File: config.mk
export PLATFORM = sky130hd
export DESIGN_NAME = dpsram_port_arb_flat
export DESIGN_NICKNAME = d
export VERILOG_FILES = /design/src/rtl/dpsram_port_arb_if.sv /design/src/rtl/dpsram_port_arb.sv /design/src/flat_wrapper.sv
export SDC_FILE = /design/constraint.sdc
export NUM_CORES = 1
export LEC_CHECK = 0
export CAP_MARGIN = 20
export CORE_ASPECT_RATIO = 1.4
export CORE_MARGIN = 1
export CORE_UTILIZATION = 27
export CTS_CLUSTER_DIAMETER = 50
export DETAILED_ROUTE_END_ITERATION = 6
export GPL_TIMING_DRIVEN = 1
export HOLD_SLACK_MARGIN = 0.12
export PLACE_DENSITY = 0.84
export SYNTH_ARGS = -nofsm -noshare
export SYNTH_HDL_FRONTEND = slang
export SYNTH_SLANG_ARGS = --single-unit
File: constraint.sdc
create_clock -name CLK -period 1.85 [get_ports CLK]
set_clock_uncertainty 0.2 [all_clocks]
set_input_delay 0.37 -clock CLK [delete_from_list [all_inputs] [get_ports CLK]]
set_output_delay 0.37 -clock CLK [all_outputs]
set_load 0.01 [all_outputs]
File: src/rtl/dpsram_port_arb_if.sv
// Request/grant/read-return bundle for one master of the dual-port RAM arbiter.
// The arbiter takes the slave side. A bus adapter or testbench takes the master side.
interface dpsram_port_arb_if #(
    parameter int ADDR_W = 10,
    parameter int DATA_W = 20
);
    logic              req;
    logic              we;
    logic [ADDR_W-1:0] addr;
    logic [DATA_W-1:0] wdata;
    logic              gnt;
    logic              rvalid;
    logic [DATA_W-1:0] rdata;

    modport master (output req, we, addr, wdata, input gnt, rvalid, rdata);
    modport slave  (input req, we, addr, wdata, output gnt, rvalid, rdata);
endinterface

File: src/rtl/dpsram_port_arb.sv
// Round-robin arbiter for RAM port A, shared by two masters.
// After reset, an optional sequencer zero-fills the whole array before any access is granted.
module dpsram_port_arb #(
    parameter int ADDR_W         = 10,
    parameter int DATA_W         = 20,
    parameter bit CLEAR_ON_RESET = 1'b1
) (
    input  logic                CLK,
    input  logic                RESETN,
    dpsram_port_arb_if.slave    m0,
    dpsram_port_arb_if.slave    m1,
    output logic [ADDR_W-1:0]   RAM_ADDR,
    output logic [DATA_W-1:0]   RAM_DIN,
    output logic                RAM_WEN,
    input  logic [DATA_W-1:0]   RAM_DOUT,
    output logic                INIT_DONE
);

    localparam logic [0:0] ST_CLEAR    = 1'b0;
    localparam logic [0:0] ST_RUN      = 1'b1;
    localparam logic [0:0] RESET_STATE = CLEAR_ON_RESET ? ST_CLEAR : ST_RUN;
    localparam logic [ADDR_W-1:0] LAST_ADDR = '1;

    logic [0:0]        state;
    logic [ADDR_W-1:0] clr_addr;
    logic              rr_last;   // 0 = M0 won last, 1 = M1 won last
    logic              rd_pend;
    logic              rd_id;
    logic              run;
    logic              gnt0;
    logic              gnt1;

    // RESETN enters the combinational path so that the RAM is never written while reset is held.
    assign run  = RESETN && (state == ST_RUN);
    assign gnt0 = run && m0.req && (!m1.req || rr_last);
    assign gnt1 = run && m1.req && (!m0.req || !rr_last);

    always_comb begin
        // NOTE: default every output first so that every path assigns it and no latch is inferred.
        RAM_ADDR = '0;
        RAM_DIN  = '0;
        RAM_WEN  = 1'b0;
        if (RESETN && state == ST_CLEAR) begin
            RAM_ADDR = clr_addr;
            RAM_WEN  = 1'b1;
        end else if (gnt0) begin
            RAM_ADDR = m0.addr;
            RAM_DIN  = m0.wdata;
            RAM_WEN  = m0.we;
        end else if (gnt1) begin
            RAM_ADDR = m1.addr;
            RAM_DIN  = m1.wdata;
            RAM_WEN  = m1.we;
        end
    end

    always_ff @(posedge CLK or negedge RESETN) begin
        if (!RESETN) begin
            state    <= RESET_STATE;
            clr_addr <= '0;
            rr_last  <= 1'b1;
            rd_pend  <= 1'b0;
            rd_id    <= 1'b0;
        end else begin
            // NOTE: sequential state uses non-blocking assignments, so every register sees pre-edge values.
            if (state == ST_CLEAR) begin
                clr_addr <= clr_addr + ADDR_W'(1);
                if (clr_addr == LAST_ADDR) state <= ST_RUN;
            end
            rd_pend <= (gnt0 && !m0.we) || (gnt1 && !m1.we);
            if (gnt0 || gnt1) begin
                rr_last <= gnt1;
                rd_id   <= gnt1;
            end
        end
    end

    assign m0.gnt    = gnt0;
    assign m1.gnt    = gnt1;
    assign m0.rvalid = rd_pend && !rd_id;
    assign m1.rvalid = rd_pend && rd_id;
    assign m0.rdata  = RAM_DOUT;
    assign m1.rdata  = RAM_DOUT;
    assign INIT_DONE = (state == ST_RUN);

endmodule

File: src/flat_wrapper.sv
// flat-port wrapper written by rule: the top's interface ports become plain ports
module dpsram_port_arb_flat 
#(
    parameter int ADDR_W         = 10,
    parameter int DATA_W         = 20,
    parameter bit CLEAR_ON_RESET = 1'b1
)
  (CLK, RESETN, RAM_ADDR, RAM_DIN, RAM_WEN, RAM_DOUT, INIT_DONE, m0_req, m0_we, m0_addr, m0_wdata, m0_gnt, m0_rvalid, m0_rdata, m1_req, m1_we, m1_addr, m1_wdata, m1_gnt, m1_rvalid, m1_rdata);
  dpsram_port_arb_if #(.ADDR_W(ADDR_W), .DATA_W(DATA_W)) m0_i ();
  dpsram_port_arb_if #(.ADDR_W(ADDR_W), .DATA_W(DATA_W)) m1_i ();
  input  logic CLK;
  input  logic RESETN;
  output logic [ADDR_W-1:0] RAM_ADDR;
  output logic [DATA_W-1:0] RAM_DIN;
  output logic RAM_WEN;
  input  logic [DATA_W-1:0] RAM_DOUT;
  output logic INIT_DONE;
  input wire logic [$bits(m0_i.req)-1:0] m0_req;
  input wire logic [$bits(m0_i.we)-1:0] m0_we;
  input wire logic [$bits(m0_i.addr)-1:0] m0_addr;
  input wire logic [$bits(m0_i.wdata)-1:0] m0_wdata;
  output wire logic [$bits(m0_i.gnt)-1:0] m0_gnt;
  output wire logic [$bits(m0_i.rvalid)-1:0] m0_rvalid;
  output wire logic [$bits(m0_i.rdata)-1:0] m0_rdata;
  input wire logic [$bits(m1_i.req)-1:0] m1_req;
  input wire logic [$bits(m1_i.we)-1:0] m1_we;
  input wire logic [$bits(m1_i.addr)-1:0] m1_addr;
  input wire logic [$bits(m1_i.wdata)-1:0] m1_wdata;
  output wire logic [$bits(m1_i.gnt)-1:0] m1_gnt;
  output wire logic [$bits(m1_i.rvalid)-1:0] m1_rvalid;
  output wire logic [$bits(m1_i.rdata)-1:0] m1_rdata;
  assign m0_i.req = m0_req;
  assign m0_i.we = m0_we;
  assign m0_i.addr = m0_addr;
  assign m0_i.wdata = m0_wdata;
  assign m0_gnt = m0_i.gnt;
  assign m0_rvalid = m0_i.rvalid;
  assign m0_rdata = m0_i.rdata;
  assign m1_i.req = m1_req;
  assign m1_i.we = m1_we;
  assign m1_i.addr = m1_addr;
  assign m1_i.wdata = m1_wdata;
  assign m1_gnt = m1_i.gnt;
  assign m1_rvalid = m1_i.rvalid;
  assign m1_rdata = m1_i.rdata;
  dpsram_port_arb #(.ADDR_W(ADDR_W), .DATA_W(DATA_W), .CLEAR_ON_RESET(CLEAR_ON_RESET)) u_core (.CLK(CLK), .RESETN(RESETN), .m0(m0_i), .m1(m1_i), .RAM_ADDR(RAM_ADDR), .RAM_DIN(RAM_DIN), .RAM_WEN(RAM_WEN), .RAM_DOUT(RAM_DOUT), .INIT_DONE(INIT_DONE));
endmodule
==> results of run 1 <==
==> stage by stage <==
| step | setup WS [ps] | area, um2 | hold WS, ps | std cells | util, % |
|---|---|---|---|---|---|
| after floorplan | 11.1 | 1400 | -126 | 143 | - |
| after global placement | -929 | 2300 | 287 | 283 | 46.7 |
| after detailed placement | -957 | 2300 | 292 | 283 | 46.7 |
| after CTS | -332 | 2450 | 303 | 301 | 49.8 |
| after global routing | -400 | 2520 | 313 | 307 | 51.2 |
| final | -348 | 2520 | 299 | 307 | 51.2 |
==> per-layer routing <==
| layer | vias up | part of all wire, % |
|---|---|---|
| li1 | 687 | - |
| met3 | 19 | 9.1 |
| met5 | - | 0 |
| met4 | 0 | 3.0 |
| met2 | 70 | 53 |
| met1 | 676 | 35 |
==> cell type report <==
class / count / area share [%]
timing repair buffer: 140 / 50.8
multi-input combinational: 79 / 28.1
sequential: 14 / 14.0
tap: 64 / 3.18
timing repair inverter: 2 / 1.09
inverter: 4 / 1.09
clock buffer: 4 / 1.79
==> repair_timing <==
item / CTS / global route
gates cloned: 3 / 0
setup buffers: 9 / 7
gates resized for setup: 175 / 7
hold buffers: 2 / 0
pin swaps: 17 / 9
endpoints found under the hold margin: 2 / 0
setup endpoints to repair: 35 / 34
==> flip-flops by register name, summed over array words and instances, names as in the netlist <==
signal and cells:
u_core.INIT_DONE 1, u_core.clr_addr 10, u_core.rd_id 1, u_core.rd_pend 1
u_core.rr_last 1
==> placed cells by master (no fill, tap or decap), types with 2 or more instances in the layout <==
master / instances
clkdlybuf4s50_1: 62
buf_2: 27
buf_4: 22
a22o_1: 17
buf_6: 16
dfrtp_1: 13
and3_4: 10
a221o_1: 9
xnor2_1: 6
nand2_1: 4
buf_12: 4
a22o_2: 3
xor2_1: 3
clkbuf_8: 3
nand2_4: 2
inv_8: 2
nand4_1: 2
inv_1: 2
a221o_2: 2
a21o_2: 2
nor2_1: 2
dlygate4sd3_1: 2
clkdlybuf4s15_2: 2
dlygate4sd2_1: 2
==> how the worst max path moves through the flow <==
stage / start / end / slack [ps] / cells after the start
finish: u_core.rr_last / RAM_ADDR[2] / -350 / 5
global route: u_core.INIT_DONE / RAM_ADDR[6] / -400 / 6
CTS: u_core.INIT_DONE / RAM_ADDR[9] / -330 / 6
detailed placement: m0_req / RAM_WEN / -960 / 6
global placement: m0_req / RAM_WEN / -930 / 6
floorplan: u_core.INIT_DONE / RAM_ADDR[0] / 10 / 5
==> power groups by stage <==
stage | sequential, mW | clock (mW) | combinational, mW
2_1_floorplan | 0.312 | 0 | 0.103
4_1_cts | 0.306 | 0.263 | 0.188
3_3_place_gp | 0.312 | 0 | 0.183
6_report | 0.307 | 0.256 | 0.187
5_1_grt | 0.306 | 0.278 | 0.198
3_5_place_dp | 0.312 | 0 | 0.184
==> logic make-up after synthesis <==
logic type	share of synthesized area [%]
DFF	25.1
AOI/OAI and AO/OA	23.1
buffers and inverters	29.0
muxes	0.805
xor gates and xnor gates	5.64
and+or+nand+nor	15.5
adders and majority gates	0.894
==> results.sh, run 1 <==
export IMPL_cp_max_fo=5
export IMPL_r2r_end="u_core.clr_addr[8]"
export IMPL_power_total_mw=0.750
export IMPL_fillers=436
export IMPL_viasPerCell=4.73
export IMPL_critPathArrivalTime_ps=1630
export IMPL_grt_usage_pct=16.8
export IMPL_ant_nets=0
export IMPL_r2r_setup_slack_ps=80
export IMPL_cp_num_buf_inv=2
export IMPL_outcome="complete, but fails checks"
export IMPL_worst_pin_slew_ps=246
export IMPL_path_clk_slew_ps=50
export IMPL_grt_setup_unrepaired="yes"
export IMPL_cts_buffers=3
export IMPL_p_seq_share_pct=40.9
export IMPL_wl_um=4910
export IMPL_reg2reg_depth=5
export IMPL_drt_drc_violations_left=0
export IMPL_syn_nets=230
export IMPL_slew_headroom_pct=83.5
export IMPL_critPathRequiredTime_ps=1280
export IMPL_finalHoldViolations=0
export IMPL_regArea_um2=352
export IMPL_ys_warn_count=0
export IMPL_grt_max_degree=17
export IMPL_slew_viol_final=0
export IMPL_post_synth_top_count_cell="buf_4"
export IMPL_diodes=0
export IMPL_first_iter_violations=29
export IMPL_ys_flop_type="dfrtp_1"
export IMPL_io_pins=162
export IMPL_met1_usage_pct=17.2
export IMPL_ir_drop_v=0.000307
export IMPL_syn_avg_cell_area_um2=9.78
export IMPL_area_delta_synth_final_pct=80.0
export IMPL_routed_via_count=1452
export IMPL_finalWorstSetupSlack_ps=-348
export IMPL_pwr_share_clk_pct=34.1
export IMPL_multiInputGateArea_um2=707
export IMPL_cpLargestDelayFamily="flip-flops"
export IMPL_worstPathCellList="buf_4 -> nand2_2 -> and3_2 -> a221o_1 -> buf_2"
export IMPL_drive_gt1_share_pct=43.2
export IMPL_grt_pass1_vias=1430
export IMPL_h_tree_depth=1
export IMPL_yosysTopAreaCell="dfrtp_1"
export IMPL_synth_top_area_share_pct=23.3
export IMPL_syn_inst=143
export IMPL_slowest_stage="dfstp_2"
export IMPL_start_util_pct=28.4
export IMPL_coreArea_mm2=0.00492
export IMPL_cts_tree="yes"
export IMPL_leakage_nw=1.20
export IMPL_grt_antenna_before_repair=1
export IMPL_async_reset_ff_share_pct=100
export IMPL_ctsLongestPathBuffers=2
export IMPL_syn_area_mm2=0.00140
export IMPL_die_area_mm2=0.00548
export IMPL_timing_fmax_ghz=0.455
export IMPL_min_from="u_core.rd_id"
export IMPL_maxCapViolCount=0
export IMPL_grt_overflow_total=0
export IMPL_netSwitchingFraction_pct=19.9
export IMPL_worstHoldPathType="reg2reg"
export IMPL_gp_congestion=0.726
export IMPL_synth_seq_cells=14
export IMPL_wl_per_cell_um=16.0
export IMPL_drtPass1Iterations=4
export IMPL_use_met2_pct=30.4
export IMPL_critPathLaunchType="register"
export IMPL_worstSkewPairLatency_ps=250
export IMPL_violations="setup timing"
export IMPL_power_density_mw_per_mm2=298
export IMPL_min_period_ps=2200
export IMPL_finalCritPeriodShare_pct=119
export IMPL_synth_edf_count=0
export IMPL_min_to="u_core.rd_id"
export IMPL_combPwrFrac_pct=25.0
export IMPL_yosysSeqAreaShare_pct=25.1
export IMPL_place_hpwl_um=3470
export IMPL_slowest_delay_ps=580
export IMPL_cts_root_buf="clkbuf_8"
export IMPL_dieWidth_um=62.8
export IMPL_synthTopCellsByArea="dfrtp_1 23%, buf_4 23%, a22o_1 11%"
export IMPL_rows=30
export IMPL_finalSetupViolations=33
export IMPL_nets=331
export IMPL_gr_max_usage_layer="met2"
export IMPL_grtUsageMet3_pct=5.37
export IMPL_port_buffer_count=101
export IMPL_reg2reg_from="u_core.INIT_DONE"
export IMPL_die_y_um=87.2
export IMPL_p_int_mw=0.600
export IMPL_ys_types=37
export IMPL_worstSetupEndpointType="output pin"
export IMPL_p_switching_mw=0.150
export IMPL_hold_depth=1
export IMPL_setup_tns_ps=-9360
export IMPL_grt_first_pass_wirelength_um=7160
export IMPL_synthTopCellsByCount="42 x buf_4, 17 x a22o_1, 13 x dfrtp_1"
export IMPL_clock_sinks=14
export IMPL_worstSetupPathType="reg2out"
No activity file was read; power rests on OpenSTA's default activity.
==> run 2: changes to the inputs <==
--- a/config.mk
+++ b/config.mk
@@ -14,6 +14,7 @@
 export GPL_TIMING_DRIVEN = 1
 export HOLD_SLACK_MARGIN = 0.12
 export PLACE_DENSITY = 0.84
+export SETUP_SLACK_MARGIN = 0.15
 export SYNTH_ARGS = -nofsm -noshare
 export SYNTH_HDL_FRONTEND = slang
 export SYNTH_SLANG_ARGS = --single-unit
==> run 2 against run 1 <==
- sequential share of layout area grew 0.20 points
- cell area shrank 1.0%
- sequential power is essentially flat
- the run still ends with setup timing left
- clock-buffer cell count is the same
- register-to-register slack lost 200 ps
==> results.sh, run 2 (synthesis gave the netlist of run 1 again) <==
export IMPL_p_seq_share_pct=38.9
export IMPL_layout_common_cells="62 x clkdlybuf4s50_1, 27 x buf_2, 18 x buf_4"
export IMPL_regArea_um2=353
export IMPL_die_area_mm2=0.00548
export IMPL_wl_per_cell_um=16.1
export IMPL_port_buffer_count=101
export IMPL_layoutNonFillerInstCount=299
export IMPL_worstSetupEndpointType="output pin"
export IMPL_p_switching_mw=0.153
export IMPL_coreArea_mm2=0.00492
export IMPL_finalWorstSetupSlack_ps=-318
export IMPL_grt_pass1_vias=1439
export IMPL_layout_commonest_cell="clkdlybuf4s50_1"
export IMPL_power_density_mw_per_mm2=316
export IMPL_drt_drc_violations_left=0
export IMPL_worstHoldPathType="reg2reg"
export IMPL_slew_headroom_pct=84.4
export IMPL_worstSetupPathType="reg2out"
export IMPL_critPathRequiredTime_ps=1280
export IMPL_worst_pin_slew_ps=231
export IMPL_area_delta_synth_final_pct=78.1
export IMPL_clock_sinks=14
export IMPL_p_int_mw=0.634
export IMPL_slew_viol_final=0
export IMPL_grt_max_degree=13
export IMPL_multiInputGateArea_um2=758
export IMPL_dieWidth_um=62.8
export IMPL_die_y_um=87.2
export IMPL_h_tree_depth=1
export IMPL_finalHoldViolations=0
export IMPL_fillers=466
export IMPL_first_iter_violations=28
export IMPL_cp_max_fo=7
export IMPL_grt_setup_unrepaired="yes"
export IMPL_timing_fmax_ghz=0.461
export IMPL_routed_via_count=1406
export IMPL_cts_buffers=3
export IMPL_ir_drop_v=0.000421
export IMPL_finalSetupViolations=35
export IMPL_power_total_mw=0.787
export IMPL_largest_reg_flops=10
export IMPL_placed_cells=282
export IMPL_grt_usage_pct=16.4
export IMPL_nets=323
export IMPL_grt_antenna_before_repair=0
export IMPL_gp_congestion=0.779
export IMPL_start_util_pct=28.4
export IMPL_violations="setup timing"
export IMPL_cts_tree="yes"
export IMPL_outcome="complete, but fails checks"
export IMPL_grt_overflow_total=0
export IMPL_leakage_nw=1.17
export IMPL_worstSkewPairLatency_ps=250
export IMPL_grt_first_pass_wirelength_um=6960
export IMPL_rows=30
export IMPL_netSwitchingFraction_pct=19.4
export IMPL_finalCritPeriodShare_pct=117
export IMPL_final_area_mm2=0.00249
export IMPL_ctsLongestPathBuffers=2
export IMPL_path_clk_slew_ps=50
export IMPL_ant_nets=0
export IMPL_min_period_ps=2170
export IMPL_drive_gt1_share_pct=45.1
export IMPL_viasPerCell=4.70
export IMPL_io_pins=162
export IMPL_cts_root_buf="clkbuf_8"
export IMPL_placed_area_mm2=0.00230
export IMPL_pwr_share_clk_pct=37.3
export IMPL_drtPass1Iterations=4
export IMPL_diodes=0
export IMPL_regMostFlops="u_core.clr_addr"
export IMPL_wl_um=4820
export IMPL_combPwrFrac_pct=23.7
export IMPL_critPathLaunchType="register"
export IMPL_place_hpwl_um=3570
export IMPL_post_place_ws_ps=-907
export IMPL_maxCapViolCount=0
export IMPL_critPathArrivalTime_ps=1600
run 2: worst paths after layout:
kind | start | cells after the start | endpoint | slack, ps
hold reg to reg | u_core.rd_id | 1 | u_core.rd_id | 310
hold / removal | u_core.rd_id | 1 | u_core.rd_id | 310
setup / recovery | u_core.INIT_DONE | 6 | RAM_ADDR[2] | -320
min in group asynchronous | RESETN | 3 | u_core.rd_pend | 530
setup reg to reg | u_core.INIT_DONE | 7 | u_core.clr_addr[8] | -120
max in group asynchronous | RESETN | 3 | u_core.INIT_DONE | 720
run 2: critical path: stages, from the launching register on:
cell     delay, ps
dfrtp_2        420
and3_4         170
nand2_4         80
inv_6           50
buf_6          130
a221o_1        350
buf_2          150
run 2: timing repair:
action / 4_1_cts / 5_1_grt
hold buffers: 1 / 0
gates cloned: 3 / 0
resized for setup: 174 / 12
setup endpoints to repair: 39 / 39
endpoints found under the hold margin: 13 / 0
pin swaps: 5 / 8
setup buffers: 3 / 6
run 2: final cells by class:
cell class / instances / share of cell area [%]
Clock buffer: 4 / 2.21
Inverter: 4 / 1.10
Multi-Input combinational cell: 79 / 30.4
Sequential cell: 14 / 14.2
Tap cell: 64 / 3.21
Timing Repair Buffer: 133 / 48.4
Timing Repair inverter: 1 / 0.452
run 2: metrics by stage:
| step | TNS (ps) | utilization, % | hold WS, ps |
|---|---|---|---|
| floorplan | 0 | - | -126 |
| global route | -10560 | 50.7 | 353 |
| finish | -9010 | 50.7 | 311 |
| global placement | -26890 | 46.7 | 300 |
| detailed placement | -28010 | 46.7 | 299 |
| CTS | -7470 | 48.7 | 312 |
run 2: power groups by stage:
stage	Clock, mW	Sequential, mW	Combinational [mW]
after global placement	0	0.312	0.183
after floorplan	0	0.312	0.102
after CTS	0.298	0.306	0.188
after global routing	0.310	0.306	0.198
final	0.294	0.307	0.187
after detailed placement	0	0.312	0.185
run 2: layer usage:
metal	vias up	wire length [um]	global-route usage, %
met5	-	0	0
met3	22	330	2.36
li1	670	-	-
met2	66	2660	33.2
met4	0	128	6.98
met1	648	1700	16.3
